[src/rtl/signature_dump_ctrl.sv]
// signature_dump_ctrl: register-programmed signature dump engine.
// Reads words in [BEGIN, END) as a bus host and streams them out.
module signature_dump_ctrl #(
  parameter int unsigned AddrWidth  = 32,
  parameter int unsigned DataWidth  = 32,
  parameter int unsigned CountWidth = 16
) (
  input  logic                 clk_i,
  input  logic                 rst_ni,
  input  logic                 dev_req_i,
  input  logic                 dev_we_i,
  input  logic [AddrWidth-1:0] dev_addr_i,
  input  logic [DataWidth-1:0] dev_wdata_i,
  input  logic [3:0]           dev_be_i,
  output logic                 dev_rvalid_o,
  output logic [DataWidth-1:0] dev_rdata_o,
  output logic                 dev_err_o,
  output logic                 host_req_o,
  input  logic                 host_gnt_i,
  output logic [AddrWidth-1:0] host_addr_o,
  input  logic                 host_rvalid_i,
  input  logic [DataWidth-1:0] host_rdata_i,
  input  logic                 host_err_i,
  output logic                 sig_valid_o,
  input  logic                 sig_ready_i,
  output logic [DataWidth-1:0] sig_data_o,
  output logic                 done_o,
  output logic                 err_o
);

  typedef enum logic [2:0] {
    StIdle,
    StReq,
    StWait,
    StPush,
    StDone
  } state_e;

  localparam logic [DataWidth-1:0] AlignMask =
    {{(DataWidth-2){1'b1}}, 2'b00};

  state_e                state_q, state_d;
  logic [DataWidth-1:0]  beg_q, beg_d;
  logic [DataWidth-1:0]  end_q, end_d;
  logic [AddrWidth-1:0]  ptr_q, ptr_d, ptr_inc;
  logic [AddrWidth-1:0]  beg_a, end_a;
  logic [CountWidth-1:0] cnt_q, cnt_d;
  logic [DataWidth-1:0]  data_q, data_d;
  logic                  vld_q, vld_d;
  logic                  err_q, err_d;
  logic                  rvalid_q;
  logic [DataWidth-1:0]  rdata_q, rdata_d;
  logic                  rerr_q, rerr_d;

  logic [7:0]            off;
  logic                  busy;
  logic [DataWidth-1:0]  wmask;
  logic [DataWidth-1:0]  status;
  logic                  wr_beg, wr_end, start;
  logic                  unused_addr;

  assign off    = dev_addr_i[9:2];
  assign busy   = (state_q == StReq) | (state_q == StWait) |
                  (state_q == StPush);
  assign wmask  = {{8{dev_be_i[3]}}, {8{dev_be_i[2]}},
                   {8{dev_be_i[1]}}, {8{dev_be_i[0]}}};
  assign status = {16'(cnt_q), 13'b0, err_q,
                   state_q == StDone, busy};
  assign beg_a  = AddrWidth'(beg_q);
  assign end_a  = AddrWidth'(end_q);
  assign ptr_inc = ptr_q + AddrWidth'(4);

  assign unused_addr = ^{dev_addr_i[AddrWidth-1:10],
                         dev_addr_i[1:0]};

  // Device port decode: read mux, access errors, write strobes
  always_comb begin
    rdata_d = '0;
    rerr_d  = 1'b0;
    wr_beg  = 1'b0;
    wr_end  = 1'b0;
    start   = 1'b0;
    if (dev_req_i) begin
      unique case (1'b1)
        off == 8'd0: begin
          if (!dev_we_i) rdata_d = beg_q;
          else if (busy) rerr_d = 1'b1;
          else wr_beg = 1'b1;
        end
        off == 8'd1: begin
          if (!dev_we_i) rdata_d = end_q;
          else if (busy) rerr_d = 1'b1;
          else wr_end = 1'b1;
        end
        off == 8'd2: begin
          if (dev_we_i) begin
            if (busy) rerr_d = 1'b1;
            else start = dev_wdata_i[0] & dev_be_i[0];
          end
        end
        off == 8'd3: begin
          if (dev_we_i) rerr_d = 1'b1;
          else rdata_d = status;
        end
        default: rerr_d = 1'b1;
      endcase
    end
  end

  // Byte-merged writes of the word-aligned range registers
  always_comb begin
    beg_d = beg_q;
    end_d = end_q;
    if (wr_beg)
      beg_d = ((beg_q & ~wmask) | (dev_wdata_i & wmask)) & AlignMask;
    if (wr_end)
      end_d = ((end_q & ~wmask) | (dev_wdata_i & wmask)) & AlignMask;
  end

  // Dump engine next state; the stream valid is registered,
  // so PUSH spends one cycle loading it before offering the word
  always_comb begin
    state_d = state_q;
    ptr_d   = ptr_q;
    cnt_d   = cnt_q;
    data_d  = data_q;
    vld_d   = vld_q;
    err_d   = err_q;
    unique case (state_q)
      StIdle, StDone: begin
        if (start) begin
          err_d   = 1'b0;
          cnt_d   = '0;
          ptr_d   = beg_a;
          state_d = (beg_a < end_a) ? StReq : StDone;
        end
      end
      StReq: begin
        if (host_gnt_i) state_d = StWait;
      end
      StWait: begin
        if (host_rvalid_i) begin
          if (host_err_i) begin
            err_d   = 1'b1;
            state_d = StDone;
          end else begin
            data_d  = host_rdata_i;
            state_d = StPush;
          end
        end
      end
      StPush: begin
        if (!vld_q) begin
          vld_d = 1'b1;
        end else if (sig_ready_i) begin
          vld_d = 1'b0;
          ptr_d = ptr_inc;
          cnt_d = (&cnt_q) ? cnt_q : cnt_q + 1'b1;
          state_d = (ptr_inc >= end_a || ptr_inc == '0) ?
                    StDone : StReq;
        end
      end
      default: state_d = StIdle;
    endcase
  end

  // Device response pipeline and range registers
  always_ff @(posedge clk_i or negedge rst_ni) begin
    if (!rst_ni) begin
      rvalid_q <= 1'b0;
      rdata_q  <= '0;
      rerr_q   <= 1'b0;
      beg_q    <= '0;
      end_q    <= '0;
    end else begin
      rvalid_q <= dev_req_i;
      rdata_q  <= rdata_d;
      rerr_q   <= rerr_d;
      beg_q    <= beg_d;
      end_q    <= end_d;
    end
  end

  // Dump engine state registers
  always_ff @(posedge clk_i or negedge rst_ni) begin
    if (!rst_ni) begin
      state_q <= StIdle;
      ptr_q   <= '0;
      cnt_q   <= '0;
      data_q  <= '0;
      vld_q   <= 1'b0;
      err_q   <= 1'b0;
    end else begin
      state_q <= state_d;
      ptr_q   <= ptr_d;
      cnt_q   <= cnt_d;
      data_q  <= data_d;
      vld_q   <= vld_d;
      err_q   <= err_d;
    end
  end

  assign dev_rvalid_o = rvalid_q;
  assign dev_rdata_o  = rdata_q;
  assign dev_err_o    = rerr_q;
  assign host_req_o   = (state_q == StReq);
  assign host_addr_o  = (state_q == StReq) ? ptr_q : '0;
  assign sig_valid_o  = vld_q;
  assign sig_data_o   = data_q;
  assign done_o       = (state_q == StDone);
  assign err_o        = err_q;

endmodule

[config.mk]
export PLATFORM = sky130hd
export DESIGN_NAME = signature_dump_ctrl
export DESIGN_NICKNAME = d
export VERILOG_FILES = /design/src/rtl/signature_dump_ctrl.sv
export SDC_FILE = /design/constraint.sdc
export NUM_CORES = 1
export LEC_CHECK = 0
export BUFFER_PORTS_ARGS = -buffer_cell sky130_fd_sc_hd__buf_4
export CAP_MARGIN = 40
export CORE_MARGIN = 2
export CORE_UTILIZATION = 55
export DETAILED_ROUTE_END_ITERATION = 8
export GPL_TIMING_DRIVEN = 0
export MAX_ROUTING_LAYER = met4
export PLACE_DENSITY = 0.81
export SETUP_SLACK_MARGIN = 0.15
export SLEW_MARGIN = 20
export SYNTH_ARGS = -nofsm -noshare
export SYNTH_HDL_FRONTEND = slang
export SYNTH_SLANG_ARGS = --single-unit
[constraint.sdc]
create_clock -name clk_i -period 4.4 [get_ports clk_i]
set_clock_uncertainty 0.05 [all_clocks]
set_input_delay 0.44 -clock clk_i [delete_from_list [all_inputs] [get_ports clk_i]]
set_output_delay 0.44 -clock clk_i [all_outputs]
set_load 0.03 [all_outputs]
* After elaboration in Yosys (flattened, before gate mapping)
Cells that the tools add are included.
Word-level totals: output and inout bits 102, register bits 179, word-level logic and storage cells 98, input port bits 108
Cells by class: bitwise logic cells 10, magnitude comparators 2, equal/unequal tests 14, mux-type cells 45, add/sub/neg operators 2, reduce and logical (&&, ||, !) cells 14
Operator list (number):
- $mux W32 | 8
- $and A32 B32 Y32 | 3
- $pmux W32 S3 | 1
- $mux W16 | 4
- $or A32 B32 Y32 | 2
- $pmux W32 S2 | 1
- $add A32 B3 Y32 const B | 1
- $ge A32 B32 Y1 | 1
- $logic_not A32 Y1 | 1
- $lt A32 B32 Y1 | 1
- $not A32 Y32 | 1
- $pmux W16 S2 | 1
- $mux W3 | 8
- $mux W1 | 19
- $add A16 B1 Y16 const B | 1
- $eq A8 B2 Y1 const B | 2
- $reduce_and A16 Y1 | 1
- $ne A2 B2 Y1 const B | 6
- $pmux W3 S4 | 1
- $reduce_and A5 Y1 | 2
- $eq A8 B1 Y1 const B | 1
- $logic_not A8 Y1 | 1
- $reduce_and A4 Y1 | 2
- $eq A3 B2 Y1 const B | 2
- 13 further kinds | 16

* Depth between registers and ports, before layout
word-level depth 9, mapped depth 15, mapped depth without buffers 13

* Worst setup path after synthesis
OpenSTA, ideal clock, no wires.
kind register to register, start reg ptr_q[2], end reg state_q[2], data arrival time 2.960 ns, cell stages (with the launch flop) 15, library setup time 0.124 ns, period minus slack after synthesis 3.134 ns, path buffers 1, setup slack 1.266 ns, data required time 4.226 ns, path through dfrtp_1 -> nand4_1 -> nor2_1 -> buf_2 -> nand4_1 -> xor2_1 -> inv_1 -> ha_1 -> a21o_1 -> a21o_1 -> a21oi_1 -> o2111ai_1 -> a211o_1 -> o2111a_1 -> a211o_2
On the way: cells in the longest elaborated chain, start to end 7, elaborated cells between the ends (all ways) 8, classes of those cells add/sub (1); order compare (1); mux (4); reduce/logical (2)
Ends and longest elaborated chain:
- start, declared | line 45 | logic [AddrWidth-1:0] ptr_q, ptr_d, ptr_inc;
- start signal, assigned | line 195 | ptr_q <= ptr_d;
- $add A32 B3 Y32 (*) | line 71 | assign ptr_inc = ptr_q + AddrWidth'(4);
- $ge A32 B32 Y1 or $logic_not A32 Y1 (tied branches) | line 159 | state_d = (ptr_inc >= end_a || ptr_inc == '0) ?
- $logic_or A1 B1 Y1 (*) | line 159
- $mux W3 (*) | line 159
- $mux W3 (*) | line 155 | end else if (sig_ready_i) begin
- $mux W3 (*) | line 153 | if (!vld_q) begin
- $pmux W3 S4 (*) | line 129 | unique case (state_q)
- end signal, assigned | line 187 | state_q <= StIdle;
- end signal, assigned | line 194 | state_q <= state_d;
- end, declared | line 42 | state_e state_q, state_d;
Every way passes the cells marked *; elsewhere a longest branch is shown, timed or not. The select of a mux whose other input is x is not followed. A chain may end at the register's enable or synchronous reset.

* Worst setup path in the final report
Same ends and word-level chain as after synthesis.

==> run summary <==
Tcrit/Tclk final = 88.0%
First-pass DRT Iterations = 7
CP startpoint kind = register
Seq/Total Area, Yosys = 43.4%
clock latency on the worst-skew pair = 0.44 ns
site row count = 49
crit end category = register
largest net degree at the start of global routing = 93
Worst VDD drop = 0.422 mV
Max Cap Viol = 0
Avg Cell Area, Syn = 9.88 µm²
TritonCTS clock tree = yes
Tot Pwr = 4530 µW
Iteration-0 DRC Markers = 891
Worst-Margin Slew = 0.761 ns
final count of hold timing violations = 0
Die Y = 140 µm
area of the die = 0.0196 mm²
pre-CTS WS = 0.589 ns
CP max stage cell = dfrtp_1
GRT Overall Usage = 31.9%
initial antenna violation count = 0
vias in the first global route = 8981
Synth Warn # = 0
Mapped Area = 0.0102 mm²
WP data required = 4.68 ns
slew margin rel. = 48.9%
ys async rst share = 100%
Worst Hold Class = input port to register
Final min period = 3.87 ns
wire length per cell = 20.0 µm
global-route wire length before repair = 47500 µm
FILL cells = 1416
commonest cells after routing, fill and taps aside = 187 x buf_4, 177 x dfrtp_1, 95 x mux2_2
RSZ-0062 raised after global routing = false
RePlAce Congestion = 1.02
DR vias/cell = 6.06
multi-input logic area = 0.00532 mm²
worst hold slack = 0.0868 ns
EDFF count, synth = 0
antenna viol nets, final = 0
post-placement cell area = 0.0119 mm²
clk buf depth = 2
Ant. Diodes = 0
critical path class = register to register
I/O pin cnt = 210
Setup violations, final = 0
Mapped Cells = 1032
Pleak = 0.00611 µW
post-DP HPWL = 22100 µm
Port Buffers = 182
crit path DAT = 4.15 ns
outcome = finished with violations
Initial Utilization = 56.4%
most common cell after layout, fill and taps aside = buf_4
Final WS setup = 0.528 ns
depth of the CTS H-tree = 4
root buf cell = clkbuf_16
failing checks = design-rule violations
Net count, final = 1407
Max stage delay on crit path = 0.53 ns
# DRC = 6
R2R setup slack = 0.53 ns
fin. max-slew vios = 0
Worst path top cell family by delay = compound AO/OA/AOI/OAI gates
Pwr Density = 363 mW/mm²
grt ovf = 0
fraction of layout cells with a size suffix above 1 = 28.5%
setup TNS = 0 ns
vias = 8967
Area Overhead vs Synth = 22.4%
Routed WL = 29600 µm
critical path cell sequence = nand4_1, nor2_1, buf_2, nand4_1, xor2_1, inv_1, ha_1, a21o_1, a21o_1, a21oi_1, o2111ai_1, a211o_1, o2111a_1, a211o_2
core area = 0.0181 mm²
die width = 140 µm
Post-synth top flop = dfrtp_1
flops & latches, synth = 177
worst path buffer plus inverter count = 2
clock-pin transition on the worst setup and hold timing paths = 0.07 ns
CP max FO = 10
final instance area = 0.0125 mm²
number of CTS-inserted buffers = 17
post-synth cell types = 70
Seq. cell area = 0.00443 mm²
post-CTS setup repair buffer count = 0
clk sinks = 177
Max Freq = 258 MHz
layout make-up:
type	instances	share of cell area, %
buffer	60	2.25
clock buffer	19	3.47
inverter	45	1.35
sequential	177	35.5
timing repair buffer	185	11.3
tap	229	2.29
multi-input combinational	751	42.6
clock inverter	13	1.19
sequential cells by signal, indices dropped and copies added, names as in the netlist, 3 cells and up:
register,cells
dev_rdata_o,32
sig_data_o,32
beg_a,30
end_a,30
ptr_q,30
cnt_q,16
state_q,3
final timing paths:
path                                 from             end  depth (start not counted)
max in group asynchronous          rst_ni       beg_a[21]                          3
setup reg to reg                 ptr_q[2]      state_q[2]                         14
hold reg to reg            sig_data_o[24]  sig_data_o[24]                          1
min in group asynchronous          rst_ni  dev_rdata_o[4]                          2
hold / removal                  dev_req_i    dev_rvalid_o                          1
setup / recovery                 ptr_q[2]      state_q[2]                         14
cells by family (layout without fill, tap and decap cells):
| kind of cell | after synthesis | in the layout | synth area share, % |
|---|---|---|---|
| and+or+nand+nor | 346 | 346 | 17.8 |
| AOI/OAI and AO/OA | 206 | 206 | 12.6 |
| DFF | 177 | 177 | 43.4 |
| buffers and inverters | 105 | 322 | 4.42 |
| muxes | 104 | 104 | 11.4 |
| adders and majority gates | 62 | 62 | 7.61 |
| xor gates and xnor gates | 31 | 31 | 2.66 |
| other | 1 | 2 | 0.0368 |
synthesized netlist by cell type (8+ instances only):
cell	count	area [µm²]
dfrtp_1	177	4430
mux2_2	95	1070
nor2_1	91	342
nand2_1	90	338
o21ai_0	72	360
ha_1	62	776
inv_1	44	165
a21oi_1	41	205
clkbuf_1	35	131
a22oi_1	34	255
nand3_1	28	140
and2_1	26	163
nand4_1	25	156
a21o_1	20	150
xnor2_1	19	166
and3_1	18	113
buf_2	15	75.1
xor2_1	12	105
nor3_1	10	50.1
and4_1	9	78.8
mux2i_1	8	80.1
metrics by stage:
| stage | std cells | util (%) |
|---|---|---|
| detailed placement | 1445 | 65.7 |
| global placement | 1444 | 65.5 |
| finish | 1479 | 69.0 |
| CTS | 1478 | 69.0 |
| global route | 1479 | 69.0 |
| floorplan | 1033 | - |
where the power goes:
group / internal (µW) / switching [µW] / leakage [µW]
combinational: 450 / 631 / 0.00342
clock: 849 / 690 / 0.000281
sequential: 1800 / 108 / 0.00242
worst reg2reg max path, delay by kind of cell (launching register included):
| family | cells | cell delay (ns) |
|---|---|---|
| flops | 1 | 0.53 |
| compound gates | 7 | 1.36 |
| fa+ha+maj | 1 | 0.30 |
| simple gates | 3 | 0.83 |
| xor+xnor | 1 | 0.34 |
| buf+inv | 2 | 0.35 |
routing by layer:
layer	track usage, %	up-vias	part of all wire, %
met2	49.7	446	47
met5	-	-	0
met1	42.1	4362	41
li1	-	4085	-
met4	12.0	0	3.2
met3	5.68	74	8.6
timing repair:
| action | CTS | global route |
|---|---|---|
| resized for setup | 0 | 0 |
| hold buffers | 1 | 0 |
| endpoints found under the setup margin | 0 | 0 |
| endpoints found under the hold margin | 85 | 0 |
No activity file was read; power rests on OpenSTA's default activity.
